`config.mk`:
```
export PLATFORM = sky130hd
export DESIGN_NAME = uart_rx
export DESIGN_NICKNAME = d
export VERILOG_FILES = /design/src/rtl/uart_rx.sv
export SDC_FILE = /design/constraint.sdc
export NUM_CORES = 1
export LEC_CHECK = 0
export CELL_PAD_IN_SITES_DETAIL_PLACEMENT = 0
export CELL_PAD_IN_SITES_GLOBAL_PLACEMENT = 2
export CORE_ASPECT_RATIO = 0.8
export CORE_MARGIN = 1.5
export CORE_UTILIZATION = 31
export CTS_BUF_LIST = sky130_fd_sc_hd__clkbuf_8
export CTS_CLUSTER_SIZE = 8
export DETAILED_ROUTE_END_ITERATION = 7
export PLACE_DENSITY_LB_ADDON = 0.1
export SLEW_MARGIN = 20
export SYNTH_ARGS = -nofsm -noshare
export SYNTH_HDL_FRONTEND = slang
export SYNTH_SLANG_ARGS = --single-unit
export TNS_END_PERCENT = 20
```
`constraint.sdc`:
```
create_clock -name clk -period 1.8 [get_ports clk]
set_input_delay 0.27 -clock clk [delete_from_list [all_inputs] [get_ports clk]]
set_output_delay 0.27 -clock clk [all_outputs]
set_load 0.02 [all_outputs]
```
`src/rtl/uart_rx.sv`:
```
// 8N1 UART receiver: 2-flop input synchronizer, mid-bit sampling off a clock-count
// bit timer, and a valid/ack holding register with framing-error and overrun pulses.
module uart_rx #(
    parameter int unsigned CLKS_PER_BIT = 870
) (
    input  logic       clk,
    input  logic       reset,
    input  logic       rx,
    output logic [7:0] data,
    output logic       data_valid,
    input  logic       data_ack,
    output logic       frame_err,
    output logic       overrun,
    output logic       busy
);
    localparam int unsigned TW = $clog2(CLKS_PER_BIT);
    localparam logic [TW-1:0] HALF_M1 = TW'(CLKS_PER_BIT / 2 - 1);
    localparam logic [TW-1:0] FULL_M1 = TW'(CLKS_PER_BIT - 1);

    localparam logic [2:0] S_IDLE  = 3'd0;
    localparam logic [2:0] S_START = 3'd1;
    localparam logic [2:0] S_DATA  = 3'd2;
    localparam logic [2:0] S_STOP  = 3'd3;
    localparam logic [2:0] S_BREAK = 3'd4;

    logic          rx_m;
    logic          rx_s;
    logic [2:0]    state;
    logic [TW-1:0] timer;
    logic [2:0]    idx;
    logic [7:0]    shreg;
    logic          half_hit;
    logic          full_hit;
    logic          commit;
    logic          stop_bad;

    assign half_hit = (timer == HALF_M1);
    assign full_hit = (timer == FULL_M1);
    assign commit   = (state == S_STOP) && full_hit && rx_s;
    assign stop_bad = (state == S_STOP) && full_hit && !rx_s;
    assign busy     = (state != S_IDLE);

    always_ff @(posedge clk) begin
        if (reset) begin
            rx_m <= 1'b1;
            rx_s <= 1'b1;
        end else begin
            rx_m <= rx;
            rx_s <= rx_m;
        end
    end

    always_ff @(posedge clk) begin
        if (reset) begin
            state <= S_IDLE;
            timer <= '0;
            idx   <= '0;
            shreg <= '0;
        end else begin
            case (state)
                S_IDLE: begin
                    if (!rx_s) begin
                        state <= S_START;
                        timer <= '0;
                    end
                end
                S_START: begin
                    // A start bit that is high again at its midpoint is a glitch.
                    if (half_hit) begin
                        timer <= '0;
                        idx   <= '0;
                        state <= rx_s ? S_IDLE : S_DATA;
                    end else begin
                        timer <= timer + 1'b1;
                    end
                end
                S_DATA: begin
                    if (full_hit) begin
                        timer      <= '0;
                        shreg[idx] <= rx_s;
                        if (idx == 3'd7)
                            state <= S_STOP;
                        else
                            idx <= idx + 1'b1;
                    end else begin
                        timer <= timer + 1'b1;
                    end
                end
                S_STOP: begin
                    if (full_hit) begin
                        timer <= '0;
                        state <= rx_s ? S_IDLE : S_BREAK;
                    end else begin
                        timer <= timer + 1'b1;
                    end
                end
                S_BREAK: begin
                    if (rx_s)
                        state <= S_IDLE;
                end
                default: state <= S_IDLE;
            endcase
        end
    end

    always_ff @(posedge clk) begin
        if (reset) begin
            data       <= '0;
            data_valid <= 1'b0;
            frame_err  <= 1'b0;
            overrun    <= 1'b0;
        end else begin
            frame_err <= stop_bad;
            // An ack landing on the commit cycle consumes the old byte, so no overrun.
            overrun   <= commit && data_valid && !data_ack;
            if (commit) begin
                data       <= shreg;
                data_valid <= 1'b1;
            end else if (data_ack) begin
                data_valid <= 1'b0;
            end
        end
    end
endmodule

```
==> flow_summary.yaml <==
status:
  status: "finished clean"
layout:
  final-seq-area_um2: 744
  antenna_cells: 0
  drive_above_1_share_pct: 21.5
  final_area_mm2: 0.00237
  syn2layout_area_growth_pct: 29.3
  mostFrequentLayoutCells: "34 x dfxtp_1, 23 x buf_4, 17 x nand2_1"
  fin_nets: 241
  fillers: 585
  mostFrequentLayoutCell: "dfxtp_1"
  multi_input_area_mm2: 0.00108
  fin_util_pct: 42.4
sta:
  setup_viol: 0
  totalNegativeSetupSlack_ps: 0
  finalHoldViolations: 0
  relSlewSlack_pct: 68.1
  holdWs_ps: 420
  min_period_over_period_pct: 99.0
  finalClockSkew_ps: 8.06
  worstMarginPinSlew_ps: 472
  rsz0062_at_grt: "yes"
  fmax_mhz: 561
  period_needed_ps: 1780
  slew_violations: 0
floorplanning:
  core_area_mm2: 0.00559
  die_height_um: 71.8
  dieWidth_um: 89.0
  num_io_pins: 16
  rows: 24
  die_area_mm2: 0.00639
  start_util_pct: 32.8
clock_network:
  cts-root-buf: "clkbuf_8"
  cts_buffers: 5
  htree_levels: 2
  cts_buffer_depth: 2
  clock_latency_ps: 290
  clkTransAtPathRegs_ps: 80
  cts_tree: "yes"
  hold_buffers: 0
  cts_sinks: 37
worst_hold_path:
  hp-start: "rx_m"
  min_path_type: "flop to flop"
yosys:
  synth-seq-cells: 37
  yosys_warnings: 0
  yosysTopAreaCellShare_pct: 40.4
  synth.avg_cell_area_um2: 9.21
  ys_top_cells_by_area: "dfxtp_1 40%, mux2i_1 8.7%, nand2_1 3.5%"
  synthesis.nets: 208
  synthCells: 199
  synth-async-reset-ratio_pct: 0
  ys_seq_area_share_pct: 40.4
  yosysTopAreaCell: "dfxtp_1"
  synth.distinct_cells: 46
  syn-cell-area_mm2: 0.00183
  ys.flop_type: "dfxtp_1"
  synth_edf_count: 0
placement:
  dp_hpwl_um: 3130
  portBuffers: 15
  gp_congestion: 0.791
  placed_area_mm2: 0.00220
setup_path:
  r2r-start: "timer[0]"
  worstPathMaxFanout: 7
  cp_slowest_cell: "o311ai_0"
  worstSetupStartpointType: "flop"
  path_class: "flop to flop"
  crit_family: "compound AO/OA/AOI/OAI gates"
  path_buf_inv: 2
  crit_required_ps: 1940
  critical_path.cell_chain: "inv_1, ha_1, nor4bb_4, a31oi_1, buf_4, o311ai_0, o21ai_0"
  critPathMaxStageDelay_ps: 470
  crit_path_start: "timer[0]"
  arrival_ps: 1920
  cp-end-kind: "flop"
drt:
  avgViaCountPerCell: 4.86
  antenna_left: 0
  first_pass_iters: 4
  routedWlPerCell_um: 13.8
  drc_errors: 0
  drt_iter0_markers: 50
  detail_route.wirelength_um: 4300
  num_vias: 1513
power:
  switching_share_pct: 25.4
  seq_power_share_pct: 53.5
  internal-power_uw: 1160
  combPwrFrac_pct: 11.2
  vdd_drop_max_mv: 0.259
  power.switching_uw: 396
  p_leak_uw: 0.000917
  pwr_density_cell_mw_per_mm2: 658
  clkPwrFrac_pct: 35.3
  fin_total_pwr_uw: 1560
global_routing:
  antenna_found_initial: 0
  grt_usage_pct: 14.5
  grt_pass1_vias: 1422
  grt_pass1_wl_um: 7020
  grt-ovfl-total: 0
  grt_max_degree: 18
flow_run:
  maxCapViolCount: 0
## layer usage
metal	track usage, %	wire (µm)	up-vias
li1	-	-	784
met1	21.2	2260	701
met2	20.7	1850	21
met3	3.57	127	7
met4	4.62	63	0
met5	0	0	-
## final timing paths
check	depth (start not counted)	slack, ps	end
setup / recovery	7	20	idx[0]
hold / removal	1	420	rx_s
setup reg to reg	7	20	idx[0]
hold reg to reg	1	420	rx_s
## layout make-up
type,count,area share (%)
Inverter,5,0.792
Clock buffer,5,2.90
Tap cell,78,4.12
Sequential cell,37,31.4
Multi-Input combinational cell,144,45.8
Timing Repair Buffer,39,14.4
Clock inverter,3,0.581
## synthesized netlist by cell type, types with 5 or more instances
cell type and instances:
nand2_1 17, mux2i_1 16, dfxtp_1 37, nand3_1 6, a211oi_1 5, inv_1 5
clkbuf_1 8, nor4_1 5, nor2_1 16, ha_1 5, a21oi_1 8, xnor2_1 5
nand3b_1 5, nor2b_1 6
## state kept, by name, summed over array words and instances (netlist names)
name / flops
overrun: 1
data: 8
rx_s: 1
rx_m: 1
data_valid: 1
shreg: 8
state: 3
timer: 10
idx: 3
frame_err: 1
## power groups by stage
stage	clock (µW)	sequential (µW)	combinational, µW
4_1_cts	574	833	162
5_1_grt	606	835	192
3_5_place_dp	0	852	161
2_1_floorplan	0	850	106
6_report	550	834	175
3_3_place_gp	0	852	159
## what timing repair did
action,CTS,global route
resized for setup,4,12
endpoints found under the hold margin,0,0
pin swaps,0,3
setup buffers,0,1
setup endpoints to repair,3,15
## logic make-up after synthesis
logic type | synth area share (%)
flops | 40.4
simple gates | 28.5
mux | 8.74
xor+xnor | 2.39
compound gates | 12.0
fa+ha+maj | 3.41
buf+inv | 4.57
## stage by stage
step / instances / worst slack, ps
final: 311 / 18.1
after global routing: 311 / -118
after CTS: 310 / 6.68
after detailed placement: 302 / -64.4
after global placement: 302 / 33.2
after floorplan: 199 / 38.4
(Power assumes the default switching activity.)
